===== src/rtl/pll_lock_monitor_if.sv =====
// Bundles the monitor's control inputs and measurement outputs into one port.
// Latency: none, wires only.
// Backpressure: none; the outputs are status signals the reader samples when it likes.
interface pll_lock_monitor_if #(
    parameter int CNT_W = 8
);
    // Controls and the reference, driven by housekeeping logic
    logic             enable;
    logic             osc;
    logic [4:0]       div;
    logic [2:0]       tol;

    // Measurement results, driven by the monitor
    logic [CNT_W-1:0] count;
    logic             count_valid;
    logic             locked;
    logic             timeout;

    // Housekeeping side: drives the controls and reads the results
    modport master (
        output enable,
        output osc,
        output div,
        output tol,
        input  count,
        input  count_valid,
        input  locked,
        input  timeout
    );

    // Monitor side
    modport slave (
        input  enable,
        input  osc,
        input  div,
        input  tol,
        output count,
        output count_valid,
        output locked,
        output timeout
    );
endinterface


===== src/rtl/pll_lock_monitor.sv =====
// Measures the osc period in PLL clock cycles and tracks lock against div +/- tol.
// Latency: osc high at sampling edge k gives count_valid in the cycle after edge k+2.
// Backpressure: none; count_valid is a single-cycle pulse and is not held for the reader.
module pll_lock_monitor #(
    parameter int CNT_W      = 8,
    parameter int LOCK_CNT   = 4,
    parameter int UNLOCK_CNT = 2
) (
    input  logic              clock,
    input  logic              resetb,
    pll_lock_monitor_if.slave bus
);

    typedef enum logic [1:0] {
        IDLE    = 2'd0,
        ARM     = 2'd1,
        MEASURE = 2'd2
    } state_t;

    // A period counter stuck at this value means the reference edge never arrived
    localparam logic [CNT_W-1:0] CNT_MAX   = {CNT_W{1'b1}};
    localparam logic [CNT_W-1:0] CNT_ONE   = {{(CNT_W-1){1'b0}}, 1'b1};
    localparam logic [3:0]       LOCK_TH   = 4'(LOCK_CNT);
    localparam logic [3:0]       UNLOCK_TH = 4'(UNLOCK_CNT);
    localparam logic [3:0]       RUN_MAX   = 4'hF;

    // Reference synchroniser and edge history
    logic s1;
    logic s2;
    logic s3;
    logic osc_rise;

    // Control state
    state_t state;
    state_t state_nxt;

    // Datapath registers and their next values
    logic [CNT_W-1:0] period_cnt;
    logic [CNT_W-1:0] period_cnt_nxt;
    logic [CNT_W-1:0] count_q;
    logic [CNT_W-1:0] count_nxt;
    logic             count_valid_q;
    logic             count_valid_nxt;
    logic             locked_q;
    logic             locked_nxt;
    logic             timeout_q;
    logic             timeout_nxt;
    logic [3:0]       good_run;
    logic [3:0]       good_run_nxt;
    logic [3:0]       bad_run;
    logic [3:0]       bad_run_nxt;

    // Tolerance test of the period that is about to be reported
    logic [CNT_W:0]   meas_ext;
    logic [CNT_W:0]   div_ext;
    logic [CNT_W:0]   tol_ext;
    logic [CNT_W:0]   abs_diff;
    logic             meas_good;
    logic [3:0]       good_inc;
    logic [3:0]       bad_inc;

    // Two-flop synchroniser on the asynchronous reference plus a history flop
    always_ff @(posedge clock or negedge resetb) begin
        if (!resetb) begin
            s1 <= 1'b0;
            s2 <= 1'b0;
            s3 <= 1'b0;
        end else begin
            s1 <= bus.osc;
            s2 <= s1;
            s3 <= s2;
        end
    end

    // A rising reference edge is one cycle of synchronised high after low
    assign osc_rise = s2 & ~s3;

    // Error magnitude is taken one bit wider so the subtraction never wraps
    assign meas_ext  = {1'b0, period_cnt};
    assign div_ext   = (CNT_W + 1)'(bus.div);
    assign tol_ext   = (CNT_W + 1)'(bus.tol);
    assign abs_diff  = (meas_ext >= div_ext) ? (meas_ext - div_ext)
                                             : (div_ext - meas_ext);
    // A zero ratio is never a valid target, so it can never produce lock
    assign meas_good = (bus.div != 5'd0) && (abs_diff <= tol_ext);

    // Run counters saturate instead of wrapping back below the thresholds
    assign good_inc  = (good_run == RUN_MAX) ? RUN_MAX : good_run + 4'd1;
    assign bad_inc   = (bad_run  == RUN_MAX) ? RUN_MAX : bad_run  + 4'd1;

    // State register
    always_ff @(posedge clock or negedge resetb) begin
        if (!resetb) begin
            state <= IDLE;
        end else begin
            state <= state_nxt;
        end
    end

    // Next state and next datapath values
    always_comb begin
        state_nxt       = state;
        period_cnt_nxt  = period_cnt;
        count_nxt       = count_q;
        count_valid_nxt = 1'b0;
        locked_nxt      = locked_q;
        timeout_nxt     = timeout_q;
        good_run_nxt    = good_run;
        bad_run_nxt     = bad_run;

        if (!bus.enable) begin
            // Disable wipes everything, including a pending timeout
            state_nxt      = IDLE;
            period_cnt_nxt = '0;
            count_nxt      = '0;
            locked_nxt     = 1'b0;
            timeout_nxt    = 1'b0;
            good_run_nxt   = '0;
            bad_run_nxt    = '0;
        end else begin
            case (state)
                IDLE: begin
                    state_nxt = ARM;
                end

                ARM: begin
                    // The first edge only opens a window; nothing to report yet
                    if (osc_rise) begin
                        period_cnt_nxt = CNT_ONE;
                        state_nxt      = MEASURE;
                    end
                end

                MEASURE: begin
                    if (osc_rise) begin
                        // An edge wins even in the saturation cycle
                        count_nxt       = period_cnt;
                        count_valid_nxt = 1'b1;
                        period_cnt_nxt  = CNT_ONE;
                        timeout_nxt     = 1'b0;
                        if (meas_good) begin
                            good_run_nxt = good_inc;
                            bad_run_nxt  = '0;
                            if (good_inc == LOCK_TH) begin
                                locked_nxt = 1'b1;
                            end
                        end else begin
                            bad_run_nxt  = bad_inc;
                            good_run_nxt = '0;
                            if (bad_inc == UNLOCK_TH) begin
                                locked_nxt = 1'b0;
                            end
                        end
                    end else if (period_cnt == CNT_MAX) begin
                        // Reference lost: drop lock and wait for a fresh window
                        timeout_nxt    = 1'b1;
                        locked_nxt     = 1'b0;
                        good_run_nxt   = '0;
                        bad_run_nxt    = '0;
                        period_cnt_nxt = '0;
                        state_nxt      = ARM;
                    end else begin
                        period_cnt_nxt = period_cnt + CNT_ONE;
                    end
                end

                default: begin
                    state_nxt = IDLE;
                end
            endcase
        end
    end

    // Datapath registers
    always_ff @(posedge clock or negedge resetb) begin
        if (!resetb) begin
            period_cnt    <= '0;
            count_q       <= '0;
            count_valid_q <= 1'b0;
            locked_q      <= 1'b0;
            timeout_q     <= 1'b0;
            good_run      <= '0;
            bad_run       <= '0;
        end else begin
            period_cnt    <= period_cnt_nxt;
            count_q       <= count_nxt;
            count_valid_q <= count_valid_nxt;
            locked_q      <= locked_nxt;
            timeout_q     <= timeout_nxt;
            good_run      <= good_run_nxt;
            bad_run       <= bad_run_nxt;
        end
    end

    assign bus.count       = count_q;
    assign bus.count_valid = count_valid_q;
    assign bus.locked      = locked_q;
    assign bus.timeout     = timeout_q;

endmodule


===== src/flat_wrapper.sv =====
// flat-port wrapper written by rule: the top's interface ports become plain ports
module pll_lock_monitor_flat 
#(
    parameter int CNT_W      = 8,
    parameter int LOCK_CNT   = 4,
    parameter int UNLOCK_CNT = 2
)
  (clock, resetb, bus_enable, bus_osc, bus_div, bus_tol, bus_count, bus_count_valid, bus_locked, bus_timeout);
  pll_lock_monitor_if #(.CNT_W(CNT_W)) bus_i ();
  input  logic clock;
  input  logic resetb;
  input wire logic [$bits(bus_i.enable)-1:0] bus_enable;
  input wire logic [$bits(bus_i.osc)-1:0] bus_osc;
  input wire logic [$bits(bus_i.div)-1:0] bus_div;
  input wire logic [$bits(bus_i.tol)-1:0] bus_tol;
  output wire logic [$bits(bus_i.count)-1:0] bus_count;
  output wire logic [$bits(bus_i.count_valid)-1:0] bus_count_valid;
  output wire logic [$bits(bus_i.locked)-1:0] bus_locked;
  output wire logic [$bits(bus_i.timeout)-1:0] bus_timeout;
  assign bus_i.enable = bus_enable;
  assign bus_i.osc = bus_osc;
  assign bus_i.div = bus_div;
  assign bus_i.tol = bus_tol;
  assign bus_count = bus_i.count;
  assign bus_count_valid = bus_i.count_valid;
  assign bus_locked = bus_i.locked;
  assign bus_timeout = bus_i.timeout;
  pll_lock_monitor #(.CNT_W(CNT_W), .LOCK_CNT(LOCK_CNT), .UNLOCK_CNT(UNLOCK_CNT)) u_core (.clock(clock), .resetb(resetb), .bus(bus_i));
endmodule

===== config.mk =====
export PLATFORM = sky130hd
export DESIGN_NAME = pll_lock_monitor_flat
export DESIGN_NICKNAME = d
export VERILOG_FILES = /design/src/rtl/pll_lock_monitor_if.sv /design/src/rtl/pll_lock_monitor.sv /design/src/flat_wrapper.sv
export SDC_FILE = /design/constraint.sdc
export NUM_CORES = 1
export LEC_CHECK = 0
export ABC_AREA = 1
export BUFFER_PORTS_ARGS = -buffer_cell sky130_fd_sc_hd__buf_2
export CAP_MARGIN = 15
export CORE_UTILIZATION = 39
export CTS_BUF_LIST = sky130_fd_sc_hd__clkbuf_2
export CTS_CLUSTER_SIZE = 16
export DETAILED_ROUTE_END_ITERATION = 12
export SLEW_MARGIN = 40
export SYNTH_ARGS = -nofsm -noshare
export SYNTH_HDL_FRONTEND = slang
export SYNTH_SLANG_ARGS = --single-unit

===== constraint.sdc =====
create_clock -name clock -period 3.51 [get_ports clock]
set_input_delay 0.1755 -clock clock [delete_from_list [all_inputs] [get_ports clock]]
set_output_delay 0.1755 -clock clock [all_outputs]
set_load 0.1 [all_outputs]

==> flow_summary_export.csv <==
group,metric,value,unit
worst_setup_path,crit_family,"simple AND/OR/NAND/NOR gates",
finish,final_cell_mix,"nand2_1 (86), inv_1 (54), dfrtp_1 (32), o21ai_0 (26), nand3_1 (23)",
worst_setup_path,crit_path_start_kind,"register",
detailed_routing,ant_nets,0,
detailed_routing,post_drt_wl_per_cell,12.5,µm
detailed_routing,routed_wl,5320,µm
worst_setup_path,rr_worst_depth,22,
logic_synthesis,yosys_register_bits,32,
finish,mostFrequentLayoutCell,"nand2_1",
place,port_buffers,22,
floorplan,num_io_pins,23,
place,dp_hpwl,4150,µm
worst_setup_path,cpMaxStageDelayCell,"dfrtp_1",
timing,setup_viol_count_final,0,
detailed_routing,first_pass_iters,4,
min_path,hold_depth,3,
logic_synthesis,synth-seq-area-share,0.336,
timing,tns,0,ps
detailed_routing,drcViolationCount,0,
floorplan,rows,28,
worst_setup_path,cp.required,3780,ps
global_routing,antenna_found_initial,0,
flow_run,maxCapViolations,0,
timing,hold_violations,0,
clock_network,clkTransAtPathRegs,170,ps
global_routing,grt_pass1_wl,9020,µm
timing,tightest_slew,497,ps
detailed_routing,viasPerCell,4.95,
clock_network,htreeDepth,2,
global_routing,overflow,0,
power_and_ir_drop,power,738,µW
global_routing,grt_max_degree,33,
place,place.gp.congestion,0.852,
floorplan,dieArea,0.00642,mm²
timing,min_period,3230,ps
detailed_routing,drt_iter0_markers,102,
power_and_ir_drop,p_sw,259,µW
timing,finalCritPeriodShare,0.922,
power_and_ir_drop,vdd_ir_drop_max,130,µV
floorplan,die_width,80.2,µm
floorplan,die_h,80.2,µm
logic_synthesis,ys_types,31,
worst_setup_path,critPathKind,"register to register",
finish,drive_gt1_frac,0.189,
clock_network,clock_latency,360,ps
floorplan,design.core.area,0.00592,mm²
global_routing,track_usage,0.184,
logic_synthesis,synth_nets,352,
worst_setup_path,crit_cells,22,
clock_network,postCtsSetupRepairBufs,0,
finish,syn2layout_area_growth,10.3,%
power_and_ir_drop,comb_power_share,0.242,
worst_setup_path,critPathCaptureType,"register",
power_and_ir_drop,p_int,479,µW
clock_network,cts_tree,"yes",
clock_network,root_buffer,"clkbuf_2",
clock_network,ctsLongestPathBuffers,2,
timing,drv_slew,0,
timing,hold_slack,76.1,ps
timing,skew,4.01,ps
finish,fillerInstances,601,
power_and_ir_drop,seq_power_share,0.520,
finish,diodes,0,
clock_network,numCtsBuffers,5,
finish,final_util,0.444,
power_and_ir_drop,clockPowerShare,0.238,
power_and_ir_drop,power_density,281,mW/mm²
logic_synthesis,synth_area,0.00238,mm²
worst_setup_path,worstPathArrival,3500,ps
timing,relSlewSlack,0.667,
detailed_routing,dr_total_vias,2105,
min_path,hp-class,"input pin to register",
worst_setup_path,crit_path_cell_trace,"ha_2, nand2_2, nor2_4, nand2_2, nand3_2, nor2_4, o21ai_0, xnor2_1, inv_1, ha_1, a21oi_1, o21ai_0, nand2_1, o21ai_0, a21oi_2, nand2_2, nor2_4, nand2_4, nand3_2, nand3_1, nand2_1, nand2_1",
logic_synthesis,syn_inst,321,
worst_setup_path,cp_num_buf_inv,1,
power_and_ir_drop,p_sw_frac,0.351,
outcome,status,"finished, final reports clean",
power_and_ir_drop,power.leakage,1.39,nW
clock_network,cts_sinks,32,
logic_synthesis,ys.warnings.count,0,
finish,final_nets,380,
global_routing,grt_pass1_vias,2016,
floorplan,start_util,0.402,
worst_setup_path,max_stage_delay,460,ps
logic_synthesis,syn_area_per_cell,7.42,µm²
worst_setup_path,crit_path_max_fanout,8,
timing,fmax,309,MHz
==> Yosys cell counts (all sizes together) <==
cell type / number / area share
nor2: 28 / 0.066
nand4: 6 / 0.016
o31ai: 2 / 0.018
o22ai: 3 / 0.0079
o21ai: 27 / 0.058
dfrtp: 32 / 0.34
o211ai: 1 / 0.0032
a21oi: 11 / 0.026
inv: 57 / 0.090
a21o: 1 / 0.0032
xnor2: 1 / 0.0037
nand3: 26 / 0.061
and2: 1 / 0.0037
ha: 17 / 0.089
buf: 3 / 0.013
o21a: 1 / 0.0032
nor4: 1 / 0.0026
clkinv: 1 / 0.0021
xor2: 1 / 0.0037
nor3: 2 / 0.0042
fa: 2 / 0.017
nand2: 97 / 0.17
==> through the flow <==
step	cells	setup WS (ps)	area (µm²)
floorplan	321	591	2380
global placement	415	410	2560
detailed placement	415	288	2560
CTS	425	223	2620
global route	425	-5.06	2630
finish	425	275	2630
==> timing repair <==
action,4_1_cts,5_1_grt
resized for setup,0,4
hold buffers,2,0
hold endpoints to repair,33,0
endpoints found under the setup margin,0,3
==> power by group through the flow <==
stage                     clock network (mW)  registers (mW)  logic, mW
after floorplan                            0           0.404      0.117
after global routing                   0.200           0.385      0.201
final                                  0.175           0.384      0.179
after global placement                     0           0.391      0.173
after CTS                              0.187           0.384      0.178
after detailed placement                   0           0.391      0.175
==> cell families after synthesis <==
group	share of synthesized area
and+or+nand+nor	0.326
DFF	0.336
xor gates and xnor gates	0.00735
AOI/OAI and AO/OA	0.120
adders and majority gates	0.106
buffers and inverters	0.105
==> registers in the layout (all words and copies together) (netlist names) <==
register / flops
u_core.bus.timeout: 1
u_core.s1: 1
u_core.period_cnt: 8
u_core.state: 2
u_core.bus.count: 8
u_core.bus.locked: 1
u_core.bus.count_valid: 1
u_core.bad_run: 4
u_core.s2: 1
u_core.good_run: 4
u_core.s3: 1
==> worst paths after layout <==
kind	endpoint	slack (ps)	start
worst max-delay path	u_core.bus.locked	280	u_core.period_cnt[2]
worst min-delay path	u_core.period_cnt[0]	80	bus_enable
worst max register to register	u_core.bus.locked	280	u_core.period_cnt[2]
worst min register to register	u_core.s2	370	u_core.s1
max in group asynchronous	u_core.bus.count[5]	2940	resetb
min in group asynchronous	u_core.bad_run[1]	260	resetb
==> cell type report <==
type	count	area, µm²	area share
Multi-Input combinational cell	228	1340	0.511
Sequential cell	32	801	0.305
Inverter	58	219	0.0833
Timing Repair Buffer	24	133	0.0505
Tap cell	75	93.8	0.0357
Clock buffer	5	25.0	0.00952
Clock inverter	3	13.8	0.00524
==> metal layers <==
layer | vias up | track usage | part of all wire
li1 | 1075 | - | -
met1 | 988 | 0.234 | 0.47
met2 | 40 | 0.313 | 0.48
met3 | 2 | 0.0330 | 0.039
met4 | 0 | 0.0607 | 0.0039
met5 | - | 0 | 0
==> tightest hold or removal path, stage by stage <==
cell and delay, ps:
buf_2 100, nand3_1 70, o21ai_0 70
No activity file was read; power rests on OpenSTA's default activity.
